## src/rtl/pll_rst_ctrl_pkg.sv

```systemverilog
// Shared definitions for the PLL reset controller: FSM state encodings,
// status counter width and the saturating increment used by the status counters.
package pll_rst_ctrl_pkg;

    // Debug-visible encodings; the numeric values are part of the block's interface.
    typedef enum logic [1:0] {
        ST_PLL_RST   = 2'd0,
        ST_WAIT_LOCK = 2'd1,
        ST_STABLE    = 2'd2,
        ST_RUN       = 2'd3
    } state_t;

    // Width of the lock-loss and timeout status counters.
    localparam int STAT_W = 8;

    localparam logic [STAT_W-1:0] STAT_MAX = {STAT_W{1'b1}};
    localparam logic [STAT_W-1:0] STAT_ONE = STAT_W'(1);

    // Increment that sticks at all-ones instead of wrapping to zero.
    function automatic logic [STAT_W-1:0] sat_inc(input logic [STAT_W-1:0] value);
        logic [STAT_W-1:0] result;
        if (value == STAT_MAX) begin
            result = value;
        end else begin
            result = value + STAT_ONE;
        end
        return result;
    endfunction

endpackage : pll_rst_ctrl_pkg

```

## src/rtl/pll_rst_ctrl_sync_bit.sv

```systemverilog
// Multi-flop synchronizer for a single asynchronous level signal.
// The chain clears on the synchronous reset so the FSM never sees a stale
// "locked" indication left over from before the reset.
module sync_bit #(
    parameter int STAGES = 2
) (
    input  logic clk,
    input  logic rst,
    input  logic d,
    output logic q
);

    logic [STAGES-1:0] chain;

    // Shift the asynchronous input through STAGES flops; the last flop is the output.
    always_ff @(posedge clk) begin
        if (rst) begin
            chain <= '0;
        end else begin
            chain <= {chain[STAGES-2:0], d};
        end
    end

    assign q = chain[STAGES-1];

endmodule : sync_bit

```

## src/rtl/pll_rst_ctrl.sv

```systemverilog
// PLL reset sequencer. Pulses pll_rst, waits for the PLL to report lock,
// qualifies the lock for a number of consecutive cycles and only then
// releases sys_rst. Lock loss in RUN or a lock timeout restarts the sequence.
//
// Cycle counting: every state's counter measures cycles already spent in that
// state, so a state that must last N cycles leaves on the edge where its
// counter shows N-1 (WAIT_LOCK, STABLE) or N (PLL_RST, whose entry edge is
// counted as cycle 1 by loading the counter with 1). After reset the PLL_RST
// counter is 0 so that the full pulse is counted from the first edge with rst=0.
//
// Outputs: pll_rst, sys_rst and the status counters are flops updated in the
// same block as the state, so each output changes on the same edge as the
// state that implies it and nothing combinational reaches the ports.
module pll_rst_ctrl
    import pll_rst_ctrl_pkg::*;
#(
    parameter int SYNC_STAGES         = 2,
    parameter int PLL_RST_CYCLES      = 16,
    parameter int LOCK_STABLE_CYCLES  = 1024,
    parameter int LOCK_TIMEOUT_CYCLES = 65536
) (
    input  logic              refclk,
    input  logic              rst,
    input  logic              pll_locked,
    output logic              pll_rst,
    output logic              sys_rst,
    output logic [1:0]        state,
    output logic [STAT_W-1:0] lock_loss_cnt,
    output logic [STAT_W-1:0] timeout_cnt
);

    // Each counter is wide enough to hold its parameter value itself.
    localparam int PULSE_W  = $clog2(PLL_RST_CYCLES) + 1;
    localparam int STABLE_W = $clog2(LOCK_STABLE_CYCLES) + 1;
    localparam int WAIT_W   = $clog2(LOCK_TIMEOUT_CYCLES) + 1;

    localparam logic [PULSE_W-1:0]  PULSE_ONE   = PULSE_W'(1);
    localparam logic [PULSE_W-1:0]  PULSE_LAST  = PULSE_W'(PLL_RST_CYCLES);
    localparam logic [STABLE_W-1:0] STABLE_ONE  = STABLE_W'(1);
    localparam logic [STABLE_W-1:0] STABLE_LAST = STABLE_W'(LOCK_STABLE_CYCLES - 1);
    localparam logic [WAIT_W-1:0]   WAIT_ONE    = WAIT_W'(1);
    localparam logic [WAIT_W-1:0]   WAIT_LAST   = WAIT_W'(LOCK_TIMEOUT_CYCLES - 1);

    logic                locked_s;
    state_t              cur_state;
    logic [PULSE_W-1:0]  pulse_cnt;
    logic [STABLE_W-1:0] stable_cnt;
    logic [WAIT_W-1:0]   wait_cnt;

    // The only path from pll_locked into the controller.
    sync_bit #(
        .STAGES (SYNC_STAGES)
    ) u_sync_locked (
        .clk (refclk),
        .rst (rst),
        .d   (pll_locked),
        .q   (locked_s)
    );

    // Reset sequencing FSM with its cycle counters, status counters and registered outputs.
    always_ff @(posedge refclk) begin
        if (rst) begin
            cur_state     <= ST_PLL_RST;
            pll_rst       <= 1'b1;
            sys_rst       <= 1'b1;
            pulse_cnt     <= '0;
            stable_cnt    <= '0;
            wait_cnt      <= '0;
            lock_loss_cnt <= '0;
            timeout_cnt   <= '0;
        end else begin
            case (cur_state)
                // Hold the PLL in reset; lock status is meaningless here.
                ST_PLL_RST: begin
                    if (pulse_cnt == PULSE_LAST) begin
                        cur_state <= ST_WAIT_LOCK;
                        pll_rst   <= 1'b0;
                        wait_cnt  <= '0;
                    end else begin
                        pulse_cnt <= pulse_cnt + PULSE_ONE;
                    end
                end

                // Lock wins over a timeout that expires on the same edge.
                ST_WAIT_LOCK: begin
                    if (locked_s) begin
                        cur_state  <= ST_STABLE;
                        stable_cnt <= '0;
                    end else if (wait_cnt == WAIT_LAST) begin
                        cur_state   <= ST_PLL_RST;
                        pll_rst     <= 1'b1;
                        pulse_cnt   <= PULSE_ONE;
                        timeout_cnt <= sat_inc(timeout_cnt);
                    end else begin
                        wait_cnt <= wait_cnt + WAIT_ONE;
                    end
                end

                // Any synchronized low restarts qualification via WAIT_LOCK.
                ST_STABLE: begin
                    if (!locked_s) begin
                        cur_state <= ST_WAIT_LOCK;
                        wait_cnt  <= '0;
                    end else if (stable_cnt == STABLE_LAST) begin
                        cur_state <= ST_RUN;
                        sys_rst   <= 1'b0;
                    end else begin
                        stable_cnt <= stable_cnt + STABLE_ONE;
                    end
                end

                // System running; a lost lock resets both the PLL and the system.
                ST_RUN: begin
                    if (!locked_s) begin
                        cur_state     <= ST_PLL_RST;
                        pll_rst       <= 1'b1;
                        sys_rst       <= 1'b1;
                        pulse_cnt     <= PULSE_ONE;
                        lock_loss_cnt <= sat_inc(lock_loss_cnt);
                    end
                end

                default: begin
                    cur_state <= ST_PLL_RST;
                    pll_rst   <= 1'b1;
                    sys_rst   <= 1'b1;
                    pulse_cnt <= PULSE_ONE;
                end
            endcase
        end
    end

    assign state = cur_state;

endmodule : pll_rst_ctrl
```

## config.mk

```make
export PLATFORM = sky130hd
export DESIGN_NAME = pll_rst_ctrl
export DESIGN_NICKNAME = d
export VERILOG_FILES = /design/src/rtl/pll_rst_ctrl_pkg.sv /design/src/rtl/pll_rst_ctrl_sync_bit.sv /design/src/rtl/pll_rst_ctrl.sv
export SDC_FILE = /design/constraint.sdc
export NUM_CORES = 1
export LEC_CHECK = 0
export ABC_AREA = 1
export BUFFER_PORTS_ARGS = -buffer_cell sky130_fd_sc_hd__buf_2
export CAP_MARGIN = 30
export CORE_UTILIZATION = 45
export CTS_CLUSTER_SIZE = 16
export DETAILED_ROUTE_END_ITERATION = 6
export SKIP_CTS_REPAIR_TIMING = 1
export SYNTH_ARGS = -nofsm -noshare
export SYNTH_HDL_FRONTEND = slang
export SYNTH_HIERARCHICAL = 1
export SYNTH_SLANG_ARGS = --single-unit
```

## constraint.sdc

```tcl
create_clock -name refclk -period 2.85 [get_ports refclk]
set_clock_uncertainty 0.15 [all_clocks]
set_input_delay 0.4275 -clock refclk [delete_from_list [all_inputs] [get_ports refclk]]
set_output_delay 0.4275 -clock refclk [all_outputs]
set_load 0.05 [all_outputs]
```

==> results of run 1 <==
area by class of cell:
type	instances	area [um2]	area share
repair buffers	24	125	0.0370
well taps	77	96.3	0.0285
clock inverters	2	37.5	0.0111
flip-flops and latches	55	1100	0.326
inverters	66	250	0.0740
multi-input cells	347	1700	0.503
clock buffers	5	68.8	0.0204
synthesized netlist by cell type, drive strengths merged:
cell    number  area (um2)
nand2      139         557
nor2        77         309
inv         66         250
dfxtp       55        1100
nand3       41         210
a21oi       30         161
o21ai       13        65.1
nand4       11        83.8
xor2         8        70.1
ha           7        87.6
nor3         5        25.0
clkbuf       4        15.0
o21bai       4        33.8
xnor2        4        35.0
buf          3        30.0
nand3b       3        22.5
o211ai       3        27.5
a22oi        1        7.51
o22ai        1        6.26
per-layer routing:
metal  routed length, um  part of all wire  global-route usage
met1                3340              0.50               0.269
met4                  44            0.0067              0.0508
met5                   0                 0                   0
met3                 266             0.040              0.0418
met2                2970              0.45               0.323
state kept, by name, indices dropped and copies added (netlist names), 2 cells and up:
register / flops
stable_cnt: 11
state: 2
u_sync_locked/chain: 2
lock_loss_cnt: 8
timeout_cnt: 8
pulse_cnt: 5
wait_cnt: 17
worst max-delay path by stage:
stage	from	end	cells after the start
after CTS	wait_cnt[0]	timeout_cnt[4]	13
after detailed placement	wait_cnt[0]	timeout_cnt[7]	13
after global placement	wait_cnt[0]	timeout_cnt[2]	13
final	wait_cnt[0]	timeout_cnt[7]	13
after global routing	wait_cnt[0]	timeout_cnt[7]	13
after floorplan	wait_cnt[0]	timeout_cnt[0]	11
logic make-up (layout without fill, tap and decap cells):
group           count (synthesis)  count (layout)  share of synthesized area
simple gates                  276             276                      0.390
xor+xnor                       12              12                     0.0339
compound gates                 52              52                     0.0973
buf+inv                        73              97                     0.0953
fa+ha+maj                       7               7                     0.0283
flops                          55              55                      0.355
power groups by stage:
stage               combinational [mW]  sequential, mW  clock, mW
floorplan                        0.164           0.847          0
global placement                 0.212           0.839          0
detailed placement               0.215           0.839          0
CTS                              0.216           0.822      0.539
global route                     0.240           0.828      0.564
finish                           0.214           0.823      0.519
stage by stage:
step / power, mW / area (um2)
finish: 1.56 / 3380
global route: 1.63 / 3380
CTS: 1.58 / 3380
detailed placement: 1.05 / 3270
global placement: 1.05 / 3270
floorplan: 1.01 / 3100
worst reg2reg max path, cell delays in order, from the launching register on:
cell,delay (ps)
dfxtp_1,400
ha_1,190
nand2_1,70
nor2_1,110
buf_4,150
nand4_1,100
nor2_1,110
ha_1,180
nand2_2,120
nor2_2,180
nand2_2,140
inv_2,110
nand2_1,60
a21oi_1,110
==> metrics, run 1 <==
status finished, final reports clean; DRC 0; first-pass GRT wire length 11600 um; worst flop-to-flop path startpoint wait_cnt[0]; gr usage total 0.199; DP HPWL 4910 um; # port buffers 22; Antenna Nets Post-Route 0; switching part of the total 0.287; CP Cell Sequence ha_1 > nand2_1 > nor2_1 > buf_4 > nand4_1 > nor2_1 > ha_1 > nand2_2 > nor2_2 > nand2_2 > inv_2 > nand2_1 > a21oi_1; vias in the first global route 2532; min Tclk post-route 2240 ps; CTS tree yes; endpoint of the worst hold path u_sync_locked/chain[0]; CP top delay family simple AND/OR/NAND/NOR gates; maximum capacitance violations 0; initial antenna violation count 0; worst r2r path cells 13; reg-to-reg setup timing slack 610 ps; slew at the pin closest to its max-slew limit 590 ps; max-slew violation count 0; Post-Route WL 6610 um; die area 7220 um2; worst setup margin 605 ps; Max clock buf depth 2; Die Ht 85.0 um; HP Start pll_locked; Synthesized Nets 485; Netlist cell types 31; most frequent cells in the layout nand2_1, nor2_1, inv_1; slew margin rel. 0.606; f_max 445 MHz; combinational share of power 0.138; vias per cell 4.96; Die W 85.0 um; RR Endpoint timeout_cnt[7]; RSZ-0062 raised after global routing no; GRT overflow 0; area grow syn2layout 9.13%; Iteration-0 DRC Markers 118; TNS Setup 0 ps; critical path's largest stage delay 400 ps; pin count of the biggest net entering global routing 29; ratio of cells with drive above 1 in the final layout 0.124; maximum fanout along the worst path 7; Buf/Inv on CP 2; maximum VDD drop 0.366 mV; Core ar. 6490 um2; vias 2856; Routability Congestion 0.829; CP Launch Type register; Reg power frac 0.529; hold path depth 3; endpoints failing hold 0; std cell rows 29; mapped cell area 3100 um2; io pins 23; clk sinks 55; Seq cells post-synth 55; minimum hold slack 162 ps; nets 509; post-route insts no fill 576; Critical Path AT 2340 ps; Setup crit end kind register; Gate Count Post-Synth 475; commonest non-fill, non-tap cell in the layout nand2_1; power per standard cell area 460 nW/um2; setup violators final 0; critical path class register to register; Tcrit/Tclk final 0.788; required time of the worst setup path 2940 ps; Place WS 606 ps; warnings from Yosys 6; Mapped Avg Cell Area 6.52 um2; leakage 1.44 nW; post-synthesis sequential area ratio 0.355; Clock power frac 0.334; diodes inserted 0; Hold Path Class input port to register; Psw 0.447 mW; Root Buffer clkbuf_8; Layout fillers 660; routed len/inst 11.5 um; DRT Pass-1 Iters 4; H-tree level count 2; post-layout util 0.521; Inserted Clock Buffers 5; Int Power 1.11 mW; CTS clk-pin slew, worst paths 100 ps; Initial Util 0.477; Worst path slowest cell dfxtp_1; Placed Instances 569; clock latency on the worst-skew pair 310 ps
No activity file was read; power rests on OpenSTA's default activity.
==> run 2, diff against run 1 <==
--- a/config.mk
+++ b/config.mk
@@ -5,12 +5,13 @@
 export SDC_FILE = /design/constraint.sdc
 export NUM_CORES = 1
 export LEC_CHECK = 0
-export ABC_AREA = 1
+export ABC_AREA = 0
 export BUFFER_PORTS_ARGS = -buffer_cell sky130_fd_sc_hd__buf_2
 export CAP_MARGIN = 30
 export CORE_UTILIZATION = 45
 export CTS_CLUSTER_SIZE = 16
 export DETAILED_ROUTE_END_ITERATION = 6
+export PLACE_DENSITY = 0.65
 export SKIP_CTS_REPAIR_TIMING = 1
 export SYNTH_ARGS = -nofsm -noshare
 export SYNTH_HDL_FRONTEND = slang
==> constraint.sdc (replaced) <==
create_clock -name refclk -period 1.85 [get_ports refclk]
set_clock_uncertainty 0.15 [all_clocks]
set_input_delay 0.2775 -clock refclk [delete_from_list [all_inputs] [get_ports refclk]]
set_output_delay 0.2775 -clock refclk [all_outputs]
set_load 0.05 [all_outputs]
==> metrics, run 2 <==
routed len/inst 15.3 um (+33%); Yosys top cell area share 0.379 (+0.0239); hold path depth 2 (-1); DRC 0 (unchanged); nets 426 (-16%); worst r2r path cells 9 (-4); Layout fillers 519 (-21%); first-pass GRT wire length 11500 um (-0.96%); f_max 404 MHz (-9.4%); Worst path slowest cell or4b_4; Root Buffer clkbuf_8; number of synthesized flops with an enable pin 0 (unchanged); Mapped Avg Cell Area 8.69 um2 (+33%); Max clock buf depth 2 (unchanged); endpoint of the worst hold path u_sync_locked/chain[0]; ratio of cells with drive above 1 in the final layout 0.343 (+0.219); Largest regs wait_cnt x17, stable_cnt x11; Placed Instances 474 (-17%); CP Cell Sequence ha_4 > and3_4 > and2_4 > nand2_2 > nor2_2 > ha_2 > or4b_4 > or4_1 > a31oi_1; TNS Setup -14360 ps (-14360 ps); Antenna Nets Post-Route 0 (unchanged); worst flop-to-flop path startpoint wait_cnt[1]; io pins 23 (unchanged); slew margin rel. 0.391 (-0.215); post-layout util 0.657 (+0.136); initial antenna violation count 0 (unchanged); Synthesized Nets 344 (-29%); diodes inserted 0 (unchanged); Seq cells post-synth 55 (unchanged); mapped cell area 2900 um2 (-6.3%); Critical Path AT 2560 ps (+220 ps); setup violators final 32 (+32); H-tree level count 2 (unchanged); critical path's largest stage delay 520 ps (+120 ps); leakage 1.57 nW (+9.4%); DP HPWL 4970 um (+1.3%); Post-Route WL 7520 um (+14%); Post-synth top flop dfxtp_1; CTS tree yes; ys async rst share 0 (unchanged); Setup crit end kind register; required time of the worst setup path 1930 ps (-1010 ps); top cells by area, synth dfxtp_1, nand2_1, o2111ai_1; min Tclk post-route 2480 ps (+232 ps); clock latency on the worst-skew pair 310 ps (about the same); Die W 82.3 um (-3.1%); GRT overflow 0 (unchanged); endpoints failing hold 0 (unchanged); # port buffers 22 (unchanged); Initial Util 0.479 (+0.00196); Place WS -587 ps (-1190 ps); critical path class register to register; Gate Count Post-Synth 334 (-30%); Synth area leader dfxtp_1; power per standard cell area 664 nW/um2 (+44%); Core ar. 6060 um2 (-6.7%); Routability Congestion 0.828 (about the same); commonest non-fill, non-tap cell in the layout buf_4; most frequent cells in the layout buf_4, dfxtp_1, nand2_1; vias per cell 5.86 (+18%); failing checks negative setup slack; Inserted Clock Buffers 5 (unchanged); die area 6780 um2 (-6.2%); number of flip-flops in the largest register 17 (unchanged); clk sinks 55 (unchanged); synth cell count leaders dfxtp_1, nand2_1, nand3_1, nor2_1; area grow syn2layout 37.2%; gr usage total 0.215 (+0.0167); Netlist cell types 56 (+81%); max-slew violation count 0 (unchanged); post-route insts no fill 492 (-15%); pin count of the biggest net entering global routing 25 (-14%); post-synthesis sequential area ratio 0.379 (+0.0239); Hold Path Class input port to register; slew at the pin closest to its max-slew limit 910 ps (+320 ps); CP Launch Type register; vias 2881 (+0.88%); DRT Pass-1 Iters 4 (unchanged); reg-to-reg setup timing slack -630 ps (-1230 ps); worst setup margin -627 ps (-1230 ps); Tcrit/Tclk final 1.34 (+0.551); maximum capacitance violations 0 (unchanged); std cell rows 28 (-3.4%); Most flops, register wait_cnt; RR Endpoint wait_cnt[15]; top-count cell post-synth dfxtp_1; status finished, violations left; maximum fanout along the worst path 5 (-2); RSZ-0062 raised after global routing yes; maximum VDD drop 0.524 mV (+43%); warnings from Yosys 6 (unchanged); HP Start pll_locked; vias in the first global route 2484 (-1.9%); Iteration-0 DRC Markers 126 (+6.8%); CTS clk-pin slew, worst paths 90 ps (about the same); Die Ht 82.3 um (-3.1%)
[run 2: cell families (layout without fill, tap and decap cells)]
logic type,count (synthesis),in the layout,synth area share
AND/OR/NAND/NOR,143,143,0.275
AO/OA/AOI/OAI,87,87,0.226
flip-flops,55,55,0.379
buffers and inverters,26,109,0.0379
XOR/XNOR,9,9,0.0272
adder cells (fa/ha/maj),7,7,0.0302
multiplexers,7,7,0.0241
[run 2: report_power, final]
group / internal [mW] / total (mW) / switching [mW]
logic: 0.323 / 0.659 / 0.336
registers: 1.21 / 1.25 / 0.0325
clock network: 0.342 / 0.735 / 0.393
[run 2: critical path, delay by kind of cell, from the launching register on]
kind                       cells  cell delay [ps]
and+or+nand+nor                6             1420
adders and majority gates      2              330
AOI/OAI and AO/OA              1              160
DFF                            1              350
[run 2: per-layer routing]
| metal | wire length (um) | track usage |
|---|---|---|
| met1 | 3590 | 0.295 |
| met3 | 170 | 0.0330 |
| met4 | 29 | 0.0368 |
| met2 | 3740 | 0.360 |
| met5 | 0 | 0 |
[run 2: worst max path at each step]
| stage | start | endpoint | slack (ps) | cells past startpoint |
|---|---|---|---|---|
| 6_report | wait_cnt[1] | wait_cnt[15] | -630 | 9 |
| 5_1_grt | wait_cnt[1] | wait_cnt[15] | -720 | 9 |
| 4_1_cts | wait_cnt[1] | wait_cnt[15] | -600 | 9 |
| 3_5_place_dp | wait_cnt[1] | wait_cnt[13] | -590 | 9 |
| 3_3_place_gp | wait_cnt[1] | wait_cnt[13] | -560 | 9 |
| 2_1_floorplan | wait_cnt[0] | wait_cnt[15] | -570 | 9 |
[run 2: per-stage QoR]
stage	cell area [um2]	hold WS, ps	total power, mW
2_1_floorplan	2970	199	1.53
3_3_place_gp	3550	269	1.72
3_5_place_dp	3550	279	1.72
4_1_cts	3650	30.3	2.46
5_1_grt	3980	26.8	2.76
6_report	3980	30.1	2.64
[run 2: final cells by class]
cell class / count / area, um2 / area share
Clock inverter: 1 / 7.51 / 0.00189
Inverter: 11 / 41.3 / 0.0104
Clock buffer: 7 / 96.3 / 0.0242
Sequential cell: 55 / 1120 / 0.281
Multi-Input combinational cell: 253 / 1930 / 0.484
Tap cell: 75 / 93.8 / 0.0236
Timing Repair Buffer: 90 / 698 / 0.175
